**src/rtl/ram_arbiter.sv**
```systemverilog
// Round-robin arbiter sharing one RAM port between I-cache (port 0) and D-cache (port 1).
// Latency: req seen in IDLE -> ram_req next cycle; ram_ready -> done next cycle; 3-cycle minimum.
// Backpressure: the owner is held off until ram_ready or timeout; the other port waits in req_i.
module ram_arbiter #(
    parameter int ADDR_W  = 32,
    parameter int DATA_W  = 64,
    parameter int TIMEOUT = 255
) (
    input  logic              clk,
    input  logic              rst_n,
    input  logic [1:0]        req_i,
    input  logic [1:0]        we_i,
    input  logic [ADDR_W-1:0] addr0_i,
    input  logic [ADDR_W-1:0] addr1_i,
    input  logic [DATA_W-1:0] wdata0_i,
    input  logic [DATA_W-1:0] wdata1_i,
    output logic [1:0]        grant_o,
    output logic [1:0]        done_o,
    output logic [1:0]        err_o,
    output logic [DATA_W-1:0] rdata_o,
    output logic              ram_req,
    output logic              ram_we,
    output logic [ADDR_W-1:0] ram_address,
    output logic [DATA_W-1:0] ram_wdata,
    input  logic              ram_ready,
    input  logic [DATA_W-1:0] ram_in
);

    localparam int             CNT_W      = (TIMEOUT > 0) ? $clog2(TIMEOUT + 1) : 1;
    localparam bit             TIMEOUT_EN = (TIMEOUT != 0);
    localparam logic [CNT_W-1:0] CNT_MAX  = '1;
    localparam logic [CNT_W-1:0] CNT_LAST = TIMEOUT_EN ? CNT_W'(TIMEOUT - 1) : '0;

    typedef enum logic [1:0] {
        IDLE    = 2'd0,
        ISSUE   = 2'd1,
        RESPOND = 2'd2
    } state_t;

    state_t            state, state_nxt;
    logic              last, last_nxt;
    logic              owner, owner_nxt;
    logic              winner;
    logic [CNT_W-1:0]  cnt, cnt_nxt;
    logic [1:0]        grant_nxt, done_nxt, err_nxt;
    logic [DATA_W-1:0] rdata_nxt;
    logic              req_nxt, we_nxt;
    logic [ADDR_W-1:0] addr_nxt;
    logic [DATA_W-1:0] wdata_nxt;

    always_ff @(posedge clk or negedge rst_n) begin
        if (!rst_n) begin
            state       <= IDLE;
            last        <= 1'b1;
            owner       <= 1'b0;
            cnt         <= '0;
            grant_o     <= '0;
            done_o      <= '0;
            err_o       <= '0;
            rdata_o     <= '0;
            ram_req     <= 1'b0;
            ram_we      <= 1'b0;
            ram_address <= '0;
            ram_wdata   <= '0;
        end else begin
            state       <= state_nxt;
            last        <= last_nxt;
            owner       <= owner_nxt;
            cnt         <= cnt_nxt;
            grant_o     <= grant_nxt;
            done_o      <= done_nxt;
            err_o       <= err_nxt;
            rdata_o     <= rdata_nxt;
            ram_req     <= req_nxt;
            ram_we      <= we_nxt;
            ram_address <= addr_nxt;
            ram_wdata   <= wdata_nxt;
        end
    end

    always_comb begin
        state_nxt = state;
        last_nxt  = last;
        owner_nxt = owner;
        cnt_nxt   = cnt;
        grant_nxt = grant_o;
        done_nxt  = '0;
        err_nxt   = '0;
        rdata_nxt = '0;
        req_nxt   = ram_req;
        we_nxt    = ram_we;
        addr_nxt  = ram_address;
        wdata_nxt = ram_wdata;
        // On contention the port that was not served last time wins.
        winner    = (req_i == 2'b11) ? ~last : req_i[1];

        case (state)
            IDLE: begin
                if (|req_i) begin
                    owner_nxt = winner;
                    last_nxt  = winner;
                    grant_nxt = winner ? 2'b10 : 2'b01;
                    req_nxt   = 1'b1;
                    we_nxt    = we_i[winner];
                    addr_nxt  = winner ? addr1_i : addr0_i;
                    wdata_nxt = winner ? wdata1_i : wdata0_i;
                    cnt_nxt   = '0;
                    state_nxt = ISSUE;
                end
            end
            ISSUE: begin
                if (ram_ready) begin
                    rdata_nxt        = ram_we ? '0 : ram_in;
                    done_nxt[owner]  = 1'b1;
                    req_nxt          = 1'b0;
                    state_nxt        = RESPOND;
                end else if (TIMEOUT_EN && cnt == CNT_LAST) begin
                    err_nxt[owner]   = 1'b1;
                    done_nxt[owner]  = 1'b1;
                    req_nxt          = 1'b0;
                    state_nxt        = RESPOND;
                end else if (cnt != CNT_MAX) begin
                    cnt_nxt = cnt + 1'b1;
                end
            end
            RESPOND: begin
                grant_nxt = '0;
                we_nxt    = 1'b0;
                addr_nxt  = '0;
                wdata_nxt = '0;
                state_nxt = IDLE;
            end
            default: state_nxt = IDLE;
        endcase
    end

endmodule

```
**config.mk**
```make
export PLATFORM = sky130hd
export DESIGN_NAME = ram_arbiter
export DESIGN_NICKNAME = d
export VERILOG_FILES = /design/src/rtl/ram_arbiter.sv
export SDC_FILE = /design/constraint.sdc
export NUM_CORES = 1
export LEC_CHECK = 0
export CAP_MARGIN = 20
export CORE_AREA = 4 4 167 169
export DETAILED_ROUTE_END_ITERATION = 8
export DIE_AREA = 0 0 171 173
export GPL_ROUTABILITY_DRIVEN = 0
export PLACE_DENSITY = 0.67
export SLEW_MARGIN = 20
export SYNTH_ARGS = -nofsm -noshare
export SYNTH_HDL_FRONTEND = slang
export SYNTH_SLANG_ARGS = --single-unit
```
**constraint.sdc**
```tcl
create_clock -name clk -period 2.5 [get_ports clk]
set_input_delay 0.5 -clock clk [delete_from_list [all_inputs] [get_ports clk]]
set_output_delay 0.5 -clock clk [all_outputs]
set_load 0.02 [all_outputs]
```
==> flow_metrics.py <==
metrics = {
    "grt": {
        "gr-max-usage-layer": "met2",
        "antenna_found_initial": 1,
        "grt_pass1_wl_um": 37900,
        "use_met2_pct": 28.0,
        "grt_pass1_vias": 6512,
        "grt_max_degree": 85,
        "use_met1_pct": 19.1,
        "grt_usage_pct": 16.5,
        "overflow": 0,
        "grtUsageMet3_pct": 7.06,
    },
    "setup_path": {
        "endpoint_kind": "output pin",
        "path_max_fanout": 2,
        "startpoint_type": "flop",
        "worstPathRequired_ps": 2000,
        "cp_cell_sequence": "clkdlybuf4s50_1",
        "rrSetupSlack_ps": 710,
        "crit_family": "buffers and inverters",
        "critPathArrivalTime_ps": 1510,
        "worst-path-buf-inv": 1,
        "cpMaxStageDelayCell": "clkdlybuf4s50_1",
        "rr_worst_depth": 4,
        "r2r_end": "ram_wdata[27]$_DFFE_PN0P_",
        "path_class": "flop to output pin",
        "crit_path_max_incr_delay_ps": 730,
        "r2r_start": "state[1]$_DFFE_PN0P_",
    },
    "floorplan": {
        "dieHeight_um": 173,
        "design.core.area_sq_mm": 0.0266,
        "dieWidth_um": 171,
        "ios": 431,
        "rows": 60,
        "die_area_sq_mm": 0.0296,
        "start_util_pct": 26.1,
    },
    "power_and_ir_drop": {
        "finalPower_mw": 13.1,
        "irDropWorstVdd_uv": 442,
        "power_density_mw_per_mm2": 1060,
        "leakage_nw": 5.69,
    },
    "sta": {
        "min_period_ps": 2010,
        "relSlewSlack_pct": 54.9,
        "holdWs_ps": 62.6,
        "finalSetupViolations": 0,
        "rsz0062_at_grt": "no",
        "tightest_slew_ps": 676,
        "fin_crit_sh_pct": 80.3,
        "setup-tns-final_ps": 0,
        "hold_viol_final": 0,
        "clock_skew_ps": 13.1,
        "drv_slew": 0,
        "fmax_mhz": 498,
    },
    "placed_design": {
        "dp_hpwl_um": 19100,
        "io_buffers": 430,
    },
    "synth": {
        "yosys.cell_types.count": 42,
        "syn_area_sq_mm": 0.00693,
        "yosys_register_bits": 180,
        "yosysWarnings": 0,
        "synth_cells": 551,
        "syn_area_per_cell_sq_um": 12.6,
        "synth_seq_area_share_pct": 65.0,
        "syn_nets": 816,
    },
    "min_path": {
        "hold_path_class": "input pin to async pin",
    },
    "cts": {
        "cts_buffers": 17,
        "cts_buffer_depth": 2,
        "cts_resized": 0,
        "cts_hold_buf": 0,
        "cts_tree": "yes",
        "cts_root_buffer": "clkbuf_16",
        "path_clk_slew_ps": 80,
        "cts_max_level": 4,
        "cts_setup_buffers": 0,
        "cts.sink_count": 180,
        "clock_latency_ps": 420,
    },
    "drt": {
        "via_per_inst": 4.71,
        "drt.antenna.violating_nets": 0,
        "drt-pass1-iter-count": 9,
        "drt-total-wl_um": 25700,
        "wl_per_cell_um": 19.3,
        "drtIter0Drc": 743,
        "drc": 0,
        "routed-via-count": 6285,
    },
    "final_layout": {
        "layout-drive-gt1-share_pct": 5.95,
        "synthToLayoutAreaGrowth_pct": 78.2,
        "fin_nets": 1245,
        "final_core_util_pct": 46.5,
    },
    "job": {
        "drv_cap": 0,
    },
    "run_status": {
        "outcome": "completed",
    },
}
[per-stage QoR]
step           cell area [sq um]  cells  setup slack (ps)
2_1_floorplan               6930    551               979
3_3_place_gp               11700   1302               281
3_5_place_dp               11700   1302               219
4_1_cts                    12400   1333               446
5_1_grt                    12400   1334               428
6_report                   12400   1334               494
[report_power, final]
part	leakage, nW	internal, mW	switching, mW	total (mW)
Clock	0.293	1.62	1.20	2.82
Combinational	3.04	2.81	3.03	5.84
Sequential	2.35	3.86	0.611	4.47
[per-layer routing]
layer / up-vias / share of wire [%]
li1: 2860 / -
met1: 3047 / 38
met2: 353 / 49
met3: 25 / 11
met4: 0 / 1.6
met5: - / 0
[cells in the mapped netlist (all sizes together)]
master | number | area share [%]
a21boi | 1 | 0.11
o31ai | 3 | 0.60
nand4 | 1 | 0.090
o21a | 2 | 0.22
a222oi | 92 | 13
a22oi | 5 | 0.54
nor3b | 3 | 0.56
o41ai | 1 | 0.13
nor2b | 3 | 0.27
dfrtp | 179 | 65
a2111oi | 1 | 0.40
o211a | 1 | 0.14
a2bb2oi | 1 | 0.13
and4 | 1 | 0.13
and3 | 1 | 0.090
and2 | 65 | 5.9
nand3 | 6 | 0.43
nand2 | 13 | 0.74
a41oi | 1 | 0.13
nand2b | 1 | 0.20
clkbuf | 12 | 0.65
inv | 98 | 5.3
ha | 2 | 0.36
a21oi | 6 | 0.43
nor3 | 3 | 0.22
o311ai | 1 | 0.13
buf | 26 | 2.2
dfstp | 1 | 0.38
o31a | 1 | 0.13
nor2 | 4 | 0.22
a21o | 4 | 0.43
a31oi | 4 | 0.36
o21ai | 8 | 0.58
[state kept, by name (all words and copies together) (netlist names), 2 cells and up]
register,count
cnt,8
done_o,2
err_o,2
grant_o,2
ram_address,32
ram_wdata,64
rdata_o,64
state,2
[final cells by class]
| cell class | count | area (sq um) |
|---|---|---|
| Antenna cell | 1 | 2.50 |
| Clock buffer | 19 | 443 |
| Fill cell | 2440 | 14200 |
| Multi-Input combinational cell | 235 | 1890 |
| Sequential cell | 180 | 4510 |
| Inverter | 98 | 368 |
| Clock inverter | 12 | 169 |
| Timing Repair Buffer | 448 | 4560 |
| Tap cell | 341 | 427 |
[kinds of logic after synthesis]
kind of cell	synth area share, %
fa+ha+maj	0.361
flops	65.0
simple gates	8.81
buf+inv	8.14
compound gates	17.7
[how the worst max path moves through the flow]
stage                                    from                         end  slack, ps  depth (start not counted)
floorplan                            req_i[1]  ram_address[0]$_DFFE_PN0P_        980                          6
global placement                     req_i[0]   ram_wdata[16]$_DFFE_PN0P_        280                          5
detailed placement                   req_i[0]   ram_wdata[27]$_DFFE_PN0P_        220                          5
CTS                 ram_wdata[19]$_DFFE_PN0P_               ram_wdata[19]        450                          1
global route        ram_wdata[19]$_DFFE_PN0P_               ram_wdata[19]        430                          1
finish              ram_wdata[10]$_DFFE_PN0P_               ram_wdata[10]        490                          1
[cell usage in the layout (no fill, tap or decap), types with 2 or more instances in the layout]
master / instances
nand2_1: 12
ha_1: 2
inv_6: 3
a31oi_1: 4
o21ai_1: 6
and2_1: 65
inv_1: 97
nor3b_4: 2
clkinvlp_4: 2
a21o_1: 4
buf_12: 9
clkbuf_16: 17
nand3_1: 6
o21a_1: 2
a21oi_1: 6
clkbuf_8: 2
a222oi_1: 92
o31ai_4: 2
o21ai_0: 2
nor2b_1: 3
a22oi_1: 5
dfrtp_1: 179
clkinv_4: 3
nor2_1: 4
clkdlybuf4s50_1: 429
nor3_1: 3
bufinv_16: 3
buf_4: 9
Power figures use the tool's default switching activity.
